File: src/rtl/riscv_top_pkg.sv
// Shared SDRAM command encodings, bus widths and the init/refresh FSM state type
// for the riscv_top bring-up shell.
package riscv_top_pkg;

    localparam int CMD_W  = 4;
    localparam int ADDR_W = 13;

    // Command word is {nCS, nRAS, nCAS, nWE}
    localparam logic [CMD_W-1:0] CMD_INHIBIT   = 4'b1111;
    localparam logic [CMD_W-1:0] CMD_NOP       = 4'b0111;
    localparam logic [CMD_W-1:0] CMD_PRECHARGE = 4'b0010;
    localparam logic [CMD_W-1:0] CMD_REFRESH   = 4'b0001;
    localparam logic [CMD_W-1:0] CMD_LOAD_MODE = 4'b0000;

    localparam logic [ADDR_W-1:0] ADDR_PRECHARGE_ALL = 13'h0400;

    typedef enum logic [3:0] {
        ST_WAIT,
        ST_PRE,
        ST_PRE_WAIT,
        ST_REF1,
        ST_REF1_WAIT,
        ST_REF2,
        ST_REF2_WAIT,
        ST_MRS,
        ST_MRS_WAIT,
        ST_IDLE,
        ST_AREF,
        ST_AREF_WAIT
    } sdram_state_e;

endpackage

File: src/rtl/riscv_top_sdram_init.sv
// SDRAM power-up sequence (NOP wait, precharge-all, two refreshes, mode load)
// followed by periodic auto-refresh. Command, address and ready are registered.
module riscv_top_sdram_init
    import riscv_top_pkg::*;
#(
    parameter int                INIT_CYCLES      = 10000,
    parameter int                T_RP             = 3,
    parameter int                T_RFC            = 8,
    parameter int                T_MRD            = 2,
    parameter int                REFRESH_INTERVAL = 780,
    parameter logic [ADDR_W-1:0] MODE_REG         = 13'h020
) (
    input  logic              clk,
    input  logic              rst_n,
    output logic [CMD_W-1:0]  cmd_o,
    output logic [ADDR_W-1:0] addr_o,
    output logic              ready_o
);

    localparam int CW = 16;

    sdram_state_e      state_q, state_d;
    logic [CW-1:0]     cnt_q, cnt_d;
    logic [CW-1:0]     rcnt_q, rcnt_d;
    logic [CMD_W-1:0]  cmd_q, cmd_d;
    logic [ADDR_W-1:0] addr_q, addr_d;
    logic              ready_q, ready_d;

    always_ff @(posedge clk or negedge rst_n) begin
        if (!rst_n) begin
            state_q <= ST_WAIT;
            cnt_q   <= CW'(INIT_CYCLES);
            rcnt_q  <= '0;
            cmd_q   <= CMD_INHIBIT;
            addr_q  <= '0;
            ready_q <= 1'b0;
        end else begin
            state_q <= state_d;
            cnt_q   <= cnt_d;
            rcnt_q  <= rcnt_d;
            cmd_q   <= cmd_d;
            addr_q  <= addr_d;
            ready_q <= ready_d;
        end
    end

    // Each wait state runs for cnt+1 cycles; rcnt is zero on the cycle the
    // interval reference (first IDLE or a REFRESH) is on the bus.
    always_comb begin
        state_d = state_q;
        cnt_d   = cnt_q;
        rcnt_d  = '0;
        unique case (state_q)
            ST_WAIT: begin
                if (cnt_q == '0) state_d = ST_PRE;
                else             cnt_d   = cnt_q - 1'b1;
            end
            ST_PRE: begin
                state_d = ST_PRE_WAIT;
                cnt_d   = CW'(T_RP - 1);
            end
            ST_PRE_WAIT: begin
                if (cnt_q == '0) state_d = ST_REF1;
                else             cnt_d   = cnt_q - 1'b1;
            end
            ST_REF1: begin
                state_d = ST_REF1_WAIT;
                cnt_d   = CW'(T_RFC - 1);
            end
            ST_REF1_WAIT: begin
                if (cnt_q == '0) state_d = ST_REF2;
                else             cnt_d   = cnt_q - 1'b1;
            end
            ST_REF2: begin
                state_d = ST_REF2_WAIT;
                cnt_d   = CW'(T_RFC - 1);
            end
            ST_REF2_WAIT: begin
                if (cnt_q == '0) state_d = ST_MRS;
                else             cnt_d   = cnt_q - 1'b1;
            end
            ST_MRS: begin
                state_d = ST_MRS_WAIT;
                cnt_d   = CW'(T_MRD - 1);
            end
            ST_MRS_WAIT: begin
                if (cnt_q == '0) state_d = ST_IDLE;
                else             cnt_d   = cnt_q - 1'b1;
            end
            ST_IDLE: begin
                if (rcnt_q == CW'(REFRESH_INTERVAL - 1)) state_d = ST_AREF;
                else                                     rcnt_d  = rcnt_q + 1'b1;
            end
            ST_AREF: begin
                state_d = ST_AREF_WAIT;
                cnt_d   = CW'(T_RFC - 1);
                rcnt_d  = rcnt_q + 1'b1;
            end
            ST_AREF_WAIT: begin
                rcnt_d = rcnt_q + 1'b1;
                if (cnt_q == '0) state_d = ST_IDLE;
                else             cnt_d   = cnt_q - 1'b1;
            end
            default: state_d = ST_WAIT;
        endcase
    end

    // Decoding the next state keeps the registered command aligned with state_q.
    always_comb begin
        cmd_d   = CMD_NOP;
        addr_d  = '0;
        ready_d = 1'b0;
        case (state_d)
            ST_PRE: begin
                cmd_d  = CMD_PRECHARGE;
                addr_d = ADDR_PRECHARGE_ALL;
            end
            ST_REF1, ST_REF2: cmd_d = CMD_REFRESH;
            ST_MRS: begin
                cmd_d  = CMD_LOAD_MODE;
                addr_d = MODE_REG;
            end
            ST_IDLE, ST_AREF_WAIT: ready_d = 1'b1;
            ST_AREF: begin
                cmd_d   = CMD_REFRESH;
                ready_d = 1'b1;
            end
            default: ;
        endcase
    end

    assign cmd_o   = cmd_q;
    assign addr_o  = addr_q;
    assign ready_o = ready_q;

endmodule

File: src/rtl/riscv_top.sv
// Bring-up top level: VGA timing with a test pattern, SDRAM init/refresh,
// LED status and idle levels on the unused peripheral pins.
module riscv_top
    import riscv_top_pkg::*;
#(
    parameter int                H_ACTIVE         = 640,
    parameter int                H_FP             = 16,
    parameter int                H_SYNC           = 96,
    parameter int                H_BP             = 48,
    parameter int                V_ACTIVE         = 480,
    parameter int                V_FP             = 10,
    parameter int                V_SYNC           = 2,
    parameter int                V_BP             = 33,
    parameter int                INIT_CYCLES      = 10000,
    parameter int                T_RP             = 3,
    parameter int                T_RFC            = 8,
    parameter int                T_MRD            = 2,
    parameter int                REFRESH_INTERVAL = 780,
    parameter logic [ADDR_W-1:0] MODE_REG         = 13'h020
) (
    input  logic              CLK_CPU,
    input  logic              RESET,
    input  logic              RX,
    output logic              TX,
    output logic [7:0]        LED,
    input  logic              SD_DO,
    output logic              SD_DI,
    output logic              SD_CK,
    output logic              SD_nCS,
    output logic              VGA_HSYNC,
    output logic              VGA_VSYNC,
    output logic              VGA_BLANK,
    output logic [3:0]        VGA_R,
    output logic [3:0]        VGA_G,
    output logic [3:0]        VGA_B,
    input  logic              PS2CLKA,
    input  logic              PS2DATA,
    input  logic              PS2CLKB,
    input  logic              PS2DATB,
    output logic              SDRAM_nCS,
    output logic              SDRAM_nRAS,
    output logic              SDRAM_nCAS,
    output logic              SDRAM_nWE,
    output logic [1:0]        SDRAM_BA,
    output logic [ADDR_W-1:0] SDRAM_ADDR,
    inout  wire  [15:0]       SDRAM_DATA,
    output logic              SDRAM_DQML,
    output logic              SDRAM_DQMH
);

    localparam int CW = 12;
    localparam logic [CW-1:0] H_LAST   = CW'(H_ACTIVE + H_FP + H_SYNC + H_BP - 1);
    localparam logic [CW-1:0] V_LAST   = CW'(V_ACTIVE + V_FP + V_SYNC + V_BP - 1);
    localparam logic [CW-1:0] H_SYNC_S = CW'(H_ACTIVE + H_FP);
    localparam logic [CW-1:0] H_SYNC_E = CW'(H_ACTIVE + H_FP + H_SYNC);
    localparam logic [CW-1:0] V_SYNC_S = CW'(V_ACTIVE + V_FP);
    localparam logic [CW-1:0] V_SYNC_E = CW'(V_ACTIVE + V_FP + V_SYNC);

    logic [CW-1:0] hcount_q, hcount_d;
    logic [CW-1:0] vcount_q, vcount_d;
    logic [6:0]    frame_q, frame_d;
    logic          hsync_q, hsync_d;
    logic          vsync_q, vsync_d;
    logic          blank_q, blank_d;
    logic [3:0]    r_q, r_d, g_q, g_d, b_q, b_d;
    logic          active;

    logic [CMD_W-1:0]  sdram_cmd;
    logic [ADDR_W-1:0] sdram_addr;
    logic              sdram_ready;
    logic              unused_inputs;

    always_ff @(posedge CLK_CPU or negedge RESET) begin
        if (!RESET) begin
            hcount_q <= '0;
            vcount_q <= '0;
            frame_q  <= '0;
            hsync_q  <= 1'b1;
            vsync_q  <= 1'b1;
            blank_q  <= 1'b1;
            r_q      <= '0;
            g_q      <= '0;
            b_q      <= '0;
        end else begin
            hcount_q <= hcount_d;
            vcount_q <= vcount_d;
            frame_q  <= frame_d;
            hsync_q  <= hsync_d;
            vsync_q  <= vsync_d;
            blank_q  <= blank_d;
            r_q      <= r_d;
            g_q      <= g_d;
            b_q      <= b_d;
        end
    end

    // Video outputs are decoded from the current counters, so they trail them by one clock.
    always_comb begin
        hcount_d = hcount_q + 1'b1;
        vcount_d = vcount_q;
        frame_d  = frame_q;
        if (hcount_q == H_LAST) begin
            hcount_d = '0;
            vcount_d = vcount_q + 1'b1;
            if (vcount_q == V_LAST) begin
                vcount_d = '0;
                frame_d  = frame_q + 1'b1;
            end
        end

        active  = (hcount_q < CW'(H_ACTIVE)) && (vcount_q < CW'(V_ACTIVE));
        hsync_d = !((hcount_q >= H_SYNC_S) && (hcount_q < H_SYNC_E));
        vsync_d = !((vcount_q >= V_SYNC_S) && (vcount_q < V_SYNC_E));
        blank_d = !active;
        r_d     = active ? hcount_q[6:3] : 4'h0;
        g_d     = active ? vcount_q[6:3] : 4'h0;
        b_d     = active ? (hcount_q[9:6] ^ vcount_q[9:6]) : 4'h0;
    end

    riscv_top_sdram_init #(
        .INIT_CYCLES      (INIT_CYCLES),
        .T_RP             (T_RP),
        .T_RFC            (T_RFC),
        .T_MRD            (T_MRD),
        .REFRESH_INTERVAL (REFRESH_INTERVAL),
        .MODE_REG         (MODE_REG)
    ) u_sdram_init (
        .clk     (CLK_CPU),
        .rst_n   (RESET),
        .cmd_o   (sdram_cmd),
        .addr_o  (sdram_addr),
        .ready_o (sdram_ready)
    );

    assign VGA_HSYNC = hsync_q;
    assign VGA_VSYNC = vsync_q;
    assign VGA_BLANK = blank_q;
    assign VGA_R     = r_q;
    assign VGA_G     = g_q;
    assign VGA_B     = b_q;
    assign LED       = {sdram_ready, frame_q};

    assign {SDRAM_nCS, SDRAM_nRAS, SDRAM_nCAS, SDRAM_nWE} = sdram_cmd;
    assign SDRAM_ADDR = sdram_addr;
    assign SDRAM_BA   = 2'b00;
    assign SDRAM_DQML = 1'b1;
    assign SDRAM_DQMH = 1'b1;
    assign SDRAM_DATA = 'z;

    // No core yet: peripheral pins sit at their idle levels.
    assign TX     = 1'b1;
    assign SD_nCS = 1'b1;
    assign SD_CK  = 1'b0;
    assign SD_DI  = 1'b1;

    assign unused_inputs = ^{RX, SD_DO, PS2CLKA, PS2DATA, PS2CLKB, PS2DATB};

endmodule

File: config.mk
export PLATFORM = sky130hd
export DESIGN_NAME = riscv_top
export DESIGN_NICKNAME = d
export VERILOG_FILES = /design/src/rtl/riscv_top_pkg.sv /design/src/rtl/riscv_top_sdram_init.sv /design/src/rtl/riscv_top.sv
export SDC_FILE = /design/constraint.sdc
export NUM_CORES = 1
export LEC_CHECK = 0
export ABC_AREA = 1
export CAP_MARGIN = 20
export CORE_UTILIZATION = 49
export DETAILED_ROUTE_END_ITERATION = 8
export GPL_TIMING_DRIVEN = 0
export PLACE_DENSITY = 0.77
export SLEW_MARGIN = 5
export SYNTH_ARGS = -nofsm -noshare
export SYNTH_HDL_FRONTEND = slang
export SYNTH_SLANG_ARGS = --single-unit
File: constraint.sdc
create_clock -name CLK_CPU -period 3.96 [get_ports CLK_CPU]
set_input_delay 1.188 -clock CLK_CPU [delete_from_list [all_inputs] [get_ports CLK_CPU]]
set_output_delay 1.188 -clock CLK_CPU [all_outputs]
set_load 0.005 [all_outputs]
# Word-level counts from Yosys, hierarchy flattened
# Index checks and enable logic that the tools add are counted.
# word_totals
ff_bits	98
inputBits	8
out_inout_bits	64
wordCells	85
# classes
add_sub_neg	5
n_lt_le_gt_ge	6
n_eq_ne	22
muxes	19
bitwise_logic	1
reduce_logical	17
# op_table
cell	n
case mux 16 bit (4 select lines)	1
case mux 4 bit (11 select lines)	1
two-way mux 4 bit	9
two-way mux 16 bit	2
case mux 16 bit (2 select lines)	1
equality test 4 bit (second input constant)	7
adder 12 x 1 -> 12 bit (second input constant)	2
equality test 12 x 10 -> 1 bit (second input constant)	2
equality test 4 x 3 -> 1 bit (second input constant)	6
< comparator 12 x 10 -> 1 bit (second input constant)	2
< comparator 12 x 9 -> 1 bit (second input constant)	2
two-way mux 12 bit	2
case mux 11 bit (2 select lines)	1
adder 16 x 1 -> 16 bit (second input constant)	1
equality test 16 x 10 -> 1 bit (second input constant)	1
logical NOT 16 bit	1
subtractor 16 x 1 -> 16 bit (second input constant)	1
equality test 4 x 2 -> 1 bit (second input constant)	3
>= comparator 12 x 10 -> 1 bit (second input constant)	1
>= comparator 12 x 9 -> 1 bit (second input constant)	1
case mux 3 bit (3 select lines)	1
OR reduction 3 bit	3
equality test 4 x 1 -> 1 bit (second input constant)	2
adder 7 x 1 -> 7 bit (second input constant)	1
other kinds (10)	16

# Depth between registers and ports, before layout
# Gate-level depths: netlist (run 1).
# logic_depth
ltp_word	6
mapped_depth	10
depth_no_buf	10

# By module
# A second synthesis (run 1) with hierarchy kept.
# hier_totals
cells_unflattened	618
hier_area_um2	4987.3
# by_module_without_submodules
module	n_inst	cells_each	area_per_inst_um2
riscv_top	1	305	2539.9
riscv_top_sdram_init	1	313	2447.3

# Least setup slack after synthesis (run 1)
# Ideal clock, no wire load.
# synth_path
path_kind	register to output
from	reg u_sdram_init.cmd_q[1] (netlist: u_sdram_init.cmd_o[1])
to	out SDRAM_nCAS
arrival_time_ps	501
required_ps	2772
path_slack_ps	2271
stages_incl_launch_ff	1
cell_sequence	dfstp_2
# synth_rtl
element	line	rtl
start, declared	riscv_top_sdram_init.sv:25	logic [CMD_W-1:0] cmd_q, cmd_d;
start signal, assigned	riscv_top_sdram_init.sv:41	cmd_q <= cmd_d;
end, declared	riscv_top.sv:42	output logic SDRAM_nCAS,
# No word-level cell between the ends.

# Worst setup path after layout (run 1)
# layout_path
from	reg hsync_q (netlist: VGA_HSYNC)
to	out VGA_HSYNC
# layout_rtl
element	line	rtl
start, declared	riscv_top.sv:62	logic hsync_q, hsync_d;
start signal, assigned	riscv_top.sv:88	hsync_q <= hsync_d;
end, declared	riscv_top.sv:30	output logic VGA_HSYNC,
# No word-level cell between the ends.

==> results of run 1 <==
kinds of logic (layout without fill, tap and decap cells):
group / Yosys count / after routing
simple gates: 320 / 320
buf+inv: 118 / 165
flops: 89 / 89
compound gates: 65 / 65
xor+xnor: 28 / 28
fa+ha+maj: 7 / 7
other cells: 2 / 36
flip-flops by register name, summed over array words and instances, names as in the netlist, 2 cells and up:
name	count
VGA_G	4
u_sdram_init.cmd_o	4
vcount_q	12
hcount_q	12
u_sdram_init.rcnt_q	16
u_sdram_init.state_q	4
frame_q	7
u_sdram_init.cnt_q	16
VGA_R	4
VGA_B	4
u_sdram_init.addr_o	2
worst min path at each step:
stage                      startpoint                     end  depth (start not counted)  slack [ns]
2_1_floorplan  u_sdram_init.rcnt_q[0]  u_sdram_init.rcnt_q[0]                          1        0.43
3_3_place_gp   u_sdram_init.rcnt_q[0]  u_sdram_init.rcnt_q[0]                          1        0.44
3_5_place_dp   u_sdram_init.rcnt_q[0]  u_sdram_init.rcnt_q[0]                          1        0.46
4_1_cts        u_sdram_init.rcnt_q[0]  u_sdram_init.rcnt_q[0]                          1        0.48
5_1_grt        u_sdram_init.rcnt_q[0]  u_sdram_init.rcnt_q[0]                          1        0.49
6_report       u_sdram_init.rcnt_q[0]  u_sdram_init.rcnt_q[0]                          1        0.47
layout make-up:
cell class	count	area share, %
buffer	45	5.77
clock buffer	11	2.62
clock inverter	5	1.06
inverter	73	4.75
multi-input combinational	456	38.4
sequential	89	38.9
tap	133	2.88
timing repair buffer	31	5.64
per-stage QoR:
step	hold slack (ns)	instance area [um^2]	utilization, %
4_1_cts	0.478	5770	59.0
3_3_place_gp	0.445	5530	56.6
5_1_grt	0.494	5770	59.0
6_report	0.469	5770	59.0
3_5_place_dp	0.465	5560	56.9
2_1_floorplan	0.433	5070	-
power breakdown:
| group | total [W] | leakage (nW) | switching, W | internal (W) |
|---|---|---|---|---|
| logic | 0.0000555 | 1.65 | 0.0000296 | 0.0000259 |
| registers | 0.000910 | 1.14 | 0.000000135 | 0.000909 |
| clock network | 0.000660 | 0.110 | 0.000329 | 0.000331 |
| total | 0.00162 | 2.90 | 0.000359 | 0.00127 |
metal layers:
metal	up-vias	share of wire (%)	track usage, %
met5	-	0	0
li1	2086	-	-
met2	101	49	34.3
met4	0	1.7	10.1
met1	1901	45	25.1
met3	13	3.4	3.69
cells in the final DEF (no fill, tap or decap), types with 2 or more instances in the layout:
master,netlist,final
nand2_1,142,142
nor2_1,88,88
dfrtp_1,77,77
inv_1,66,66
nand3_1,39,39
buf_4,37,38
conb_1,2,36
o21ai_0,31,31
clkdlybuf4s50_1,0,29
nor3_1,24,24
xor2_1,21,21
a21oi_1,18,18
dfstp_2,12,12
nand4_1,12,12
clkbuf_8,0,11
xnor2_1,7,7
ha_1,7,7
inv_2,6,6
nor4_1,4,4
o21ai_2,4,4
clkbuf_1,3,3
buf_6,3,3
o21ai_1,3,3
a21o_1,3,3
nand2_2,2,2
a21boi_0,2,2
buf_2,2,2
nor3b_1,2,2
inv_6,0,2
==> flow_summary.ini, run 1 <==
[floorplan]
die_h_um = 102
start_util_pct = 50.5
dieWidth_um = 102
coreArea_um2 = 9770
die_area_um2 = 10500
rows = 36
io_pins = 72

[cts]
cts_max_path_buffers = 2
cts_hold_buffers = 0
tritoncts = yes
cts_made_buffers = 9
postCtsSetupBuffers = 0
cts.clk_slew.worst_paths_ns = 0.09
clock_latency_ns = 0.37
htreeDepth = 3
cts.repair.resized = 0
cts_root_buf = clkbuf_8
clkSinkCount = 89

[global_routing]
grt_pass1_vias = 3915
grt_use_total_pct = 20.3
grt_max_degree = 47
grt_overflow = 0
grt_first_pass_wirelength_um = 16700
antenna_found_initial = 0

[critical_path]
crit_cells = 1
crit_end = VGA_HSYNC
slowest_delay_ns = 0.52
worst-r2r-setup-slack_ns = 2.05
end_kind = output pin
crit_type = register to output pin
start_kind = register
r2r_start = u_sdram_init.cnt_q[0]
required_ns = 2.77
startpoint = VGA_HSYNC
crit_buf_inv = 1
crit_chain = clkdlybuf4s50_1
critical_path.top_delay_family = flip-flops
crit_fanout = 1
r2r_cells = 8
cp.arrival_ns = 1.39
slowest_stage = dfstp_2
worstReg2RegEnd = u_sdram_init.cnt_q[14]

[routing]
routed-via-count = 4101
ant_nets = 0
vias_per_cell = 4.86
wl_per_cell_um = 11.2
drc = 0
routed_wl_um = 9440
firstDrtPassIters = 6
drtIter0Drc = 197

[timing]
hold_viol_final = 0
layout_setup_ws_ns = 1.38
fmax_mhz = 388
drv_slew = 0
fin_crit_ns = 2.58
slew_headroom_pct = 61.5
finalSetupViolCount = 0
tightest_slew_ns = 0.577
fin_tns_setup_ns = 0
fin_skew_ns = 0.0106
finalCritPeriodShare_pct = 65.0
rsz0062_at_grt = no

[synth]
synthTopCellsByCount = 142 x nand2_1, 88 x nor2_1, 77 x dfrtp_1, 66 x inv_1, 39 x nand3_1
ys_async_sr_fraction_pct = 100
synth_xor_area_share_pct = 4.97
synth_top_area_share_pct = 39.0
yosys_warnings = 0
synth_compound_area_share_pct = 7.52
synth_area_um2 = 4940
synth-edff-count = 0
avgSynthCellArea_um2 = 7.85
synth_top_family_by_area = simple AND/OR/NAND/NOR gates
synth.area.top_cells = dfrtp_1 39%, nand2_1 11%, nor2_1 6.7%
synth_top_cell_by_area = dfrtp_1
synth_fa_ha_area_share_pct = 1.77
ys_seq_area_share_pct = 45.4
muxShareOfSynthArea_pct = 0
synthSimpleGateAreaFrac_pct = 27.9
yosysMostFrequentCell = nand2_1
ys.flop_type = dfrtp_1
synthCells = 629
synth-seq-cells = 89
yosysUniqueCellTypes = 38

[layout]
multi_input_area_um2 = 2220
instances_no_fill = 843
layout.nets = 720
drive_gt1_share_pct = 12.8
regArea_um2 = 2240
areaGrowthSynthToFinish_pct = 16.8
num-fill-cells = 875
antennaDiodeCount = 0

[pwr]
ir_drop_v = 0.000200
total_power_w = 0.00162
leakagePower_nw = 2.90
p_per_area_nw_per_um2 = 282

[outcome]
status = completed

[placement]
dp_slack_ns = 1.77
place_inst = 827
port_buffers = 30
dp_hpwl_um = 7060
routabilityCongestion = 0.901

[worst_hold_path]
hp-class = register to register

[job]
cap_viol_max_count = 0
(Power assumes the default switching activity.)
==> run 2, diff against run 1 <==
- PLACE_DENSITY: 0.77 -> 0.8
- clock period: 3.96 -> 2.2 ns (I/O delays scaled with it)
==> flow_summary.ini, run 2 (synthesis gave the netlist of run 1 again) <==
[placement]
port_buffers = 30
dp_hpwl_um = 7220
routabilityCongestion = 0.897

[critical_path]
slowest_stage = dfstp_2
required_ns = 1.54
crit_chain = clkdlybuf4s50_1
end_kind = output pin
crit_buf_inv = 1
slowest_delay_ns = 0.53
crit_fanout = 1
crit_type = register to output pin
cp.arrival_ns = 1.39
critical_path.top_delay_family = flip-flops
start_kind = register

[cts]
cts.repair.resized = 0
postCtsSetupBuffers = 0
cts_max_path_buffers = 2
cts_hold_buffers = 0
clock_latency_ns = 0.36
cts_made_buffers = 9
clkSinkCount = 89
cts.clk_slew.worst_paths_ns = 0.09
tritoncts = yes
cts_root_buf = clkbuf_8
htreeDepth = 3

[layout]
antennaDiodeCount = 0
drive_gt1_share_pct = 12.8
final_common_cell = nand2_1
multi_input_area_um2 = 2220
final_cell_mix = 142 x nand2_1, 88 x nor2_1, 77 x dfrtp_1
reg_top3 = u_sdram_init.cnt_q: 16 flops, u_sdram_init.rcnt_q: 16 flops
num-fill-cells = 869
regArea_um2 = 2240
areaGrowthSynthToFinish_pct = 16.4
layout.nets = 720

[pwr]
p_per_area_nw_per_um2 = 490
p_clk_share_pct = 38.3
p_int_w = 0.00219
ir_drop_v = 0.000303
p_sw_w = 0.000633
leakagePower_nw = 2.89
p_seq_share_pct = 58.1
combPwrFrac_pct = 3.6
sw_frac_of_total_pct = 22.5

[floorplan]
io_pins = 72
die_h_um = 102
coreArea_um2 = 9770
rows = 36
dieWidth_um = 102
start_util_pct = 50.5
die_area_um2 = 10500

[routing]
drtIter0Drc = 218
firstDrtPassIters = 5
ant_nets = 0
drc = 0
wl_per_cell_um = 11.6
routed-via-count = 4120
routed_wl_um = 9780
vias_per_cell = 4.89

[timing]
fin_crit_ns = 2.05
finalCritPeriodShare_pct = 93.0
hold_viol_final = 0
fin_skew_ns = 0.00777
finalSetupViolCount = 0
rsz0062_at_grt = no
fmax_mhz = 489
fin_tns_setup_ns = 0
holdWs_ns = 0.174
drv_slew = 0

[global_routing]
grt_max_degree = 69
grt_overflow = 0
antenna_found_initial = 0
grt_first_pass_wirelength_um = 16800
grt_pass1_vias = 3863
grt_use_total_pct = 20.3

[job]
cap_viol_max_count = 0

[outcome]
status = completed

[worst_hold_path]
hp-class = input port to async pin
[run 2: cell types whose count changed in the layout (fill, tap and decap cells not counted)]
cell	delta
inv_6	-2
bufinv_16	-1
clkbuf_8	+1
clkinv_2	+1
clkinvlp_4	+1
[run 2: cell type report]
type	count	area share (%)
plain buffers	45	5.79
clock buffers	12	2.87
repair buffers	31	5.66
flip-flops and latches	89	39.0
multi-input cells	456	38.6
inverters	73	4.77
well taps	133	2.89
clock inverters	4	0.457
[run 2: path summary, 6_finish.rpt]
path                                   startpoint                      to  slack (ns)  depth (start not counted)
max                         u_sdram_init.cmd_o[3]               SDRAM_nCS        0.15                          1
min                                         RESET  u_sdram_init.cnt_q[12]        0.17                          1
max reg2reg                 u_sdram_init.cnt_q[0]   u_sdram_init.cnt_q[2]        0.26                          9
min reg2reg                u_sdram_init.rcnt_q[0]  u_sdram_init.rcnt_q[0]        0.47                          1
max in group asynchronous                   RESET               VGA_VSYNC        1.35                          2
min in group CLK_CPU       u_sdram_init.rcnt_q[0]  u_sdram_init.rcnt_q[0]        0.47                          1
[run 2: per-stage QoR]
stage	power, W	cells	utilization, %	cell area [um^2]	setup slack [ns]
floorplan	0.00173	663	-	5070	0.567
global placement	0.00176	826	56.6	5530	-2.62
detailed placement	0.00177	827	56.9	5560	0.281
CTS	0.00284	843	58.8	5750	0.138
global route	0.00292	843	58.8	5750	0.105
finish	0.00282	843	58.8	5750	0.155
[run 2: power by group through the flow]
stage	Sequential [W]	Combinational [W]	Clock [W]
finish	0.00164	0.000100	0.00108
global route	0.00164	0.000118	0.00116
CTS	0.00164	0.000100	0.00110
detailed placement	0.00167	0.000100	0
global placement	0.00167	0.0000934	0
floorplan	0.00167	0.0000583	0
[run 2: layer usage]
metal,global-route usage (%),wire length (um),up-vias
li1,-,-,2086
met5,0,0,-
met2,35.4,4950,102
met1,25.0,4330,1919
met3,3.01,324,13
met4,8.79,161,0
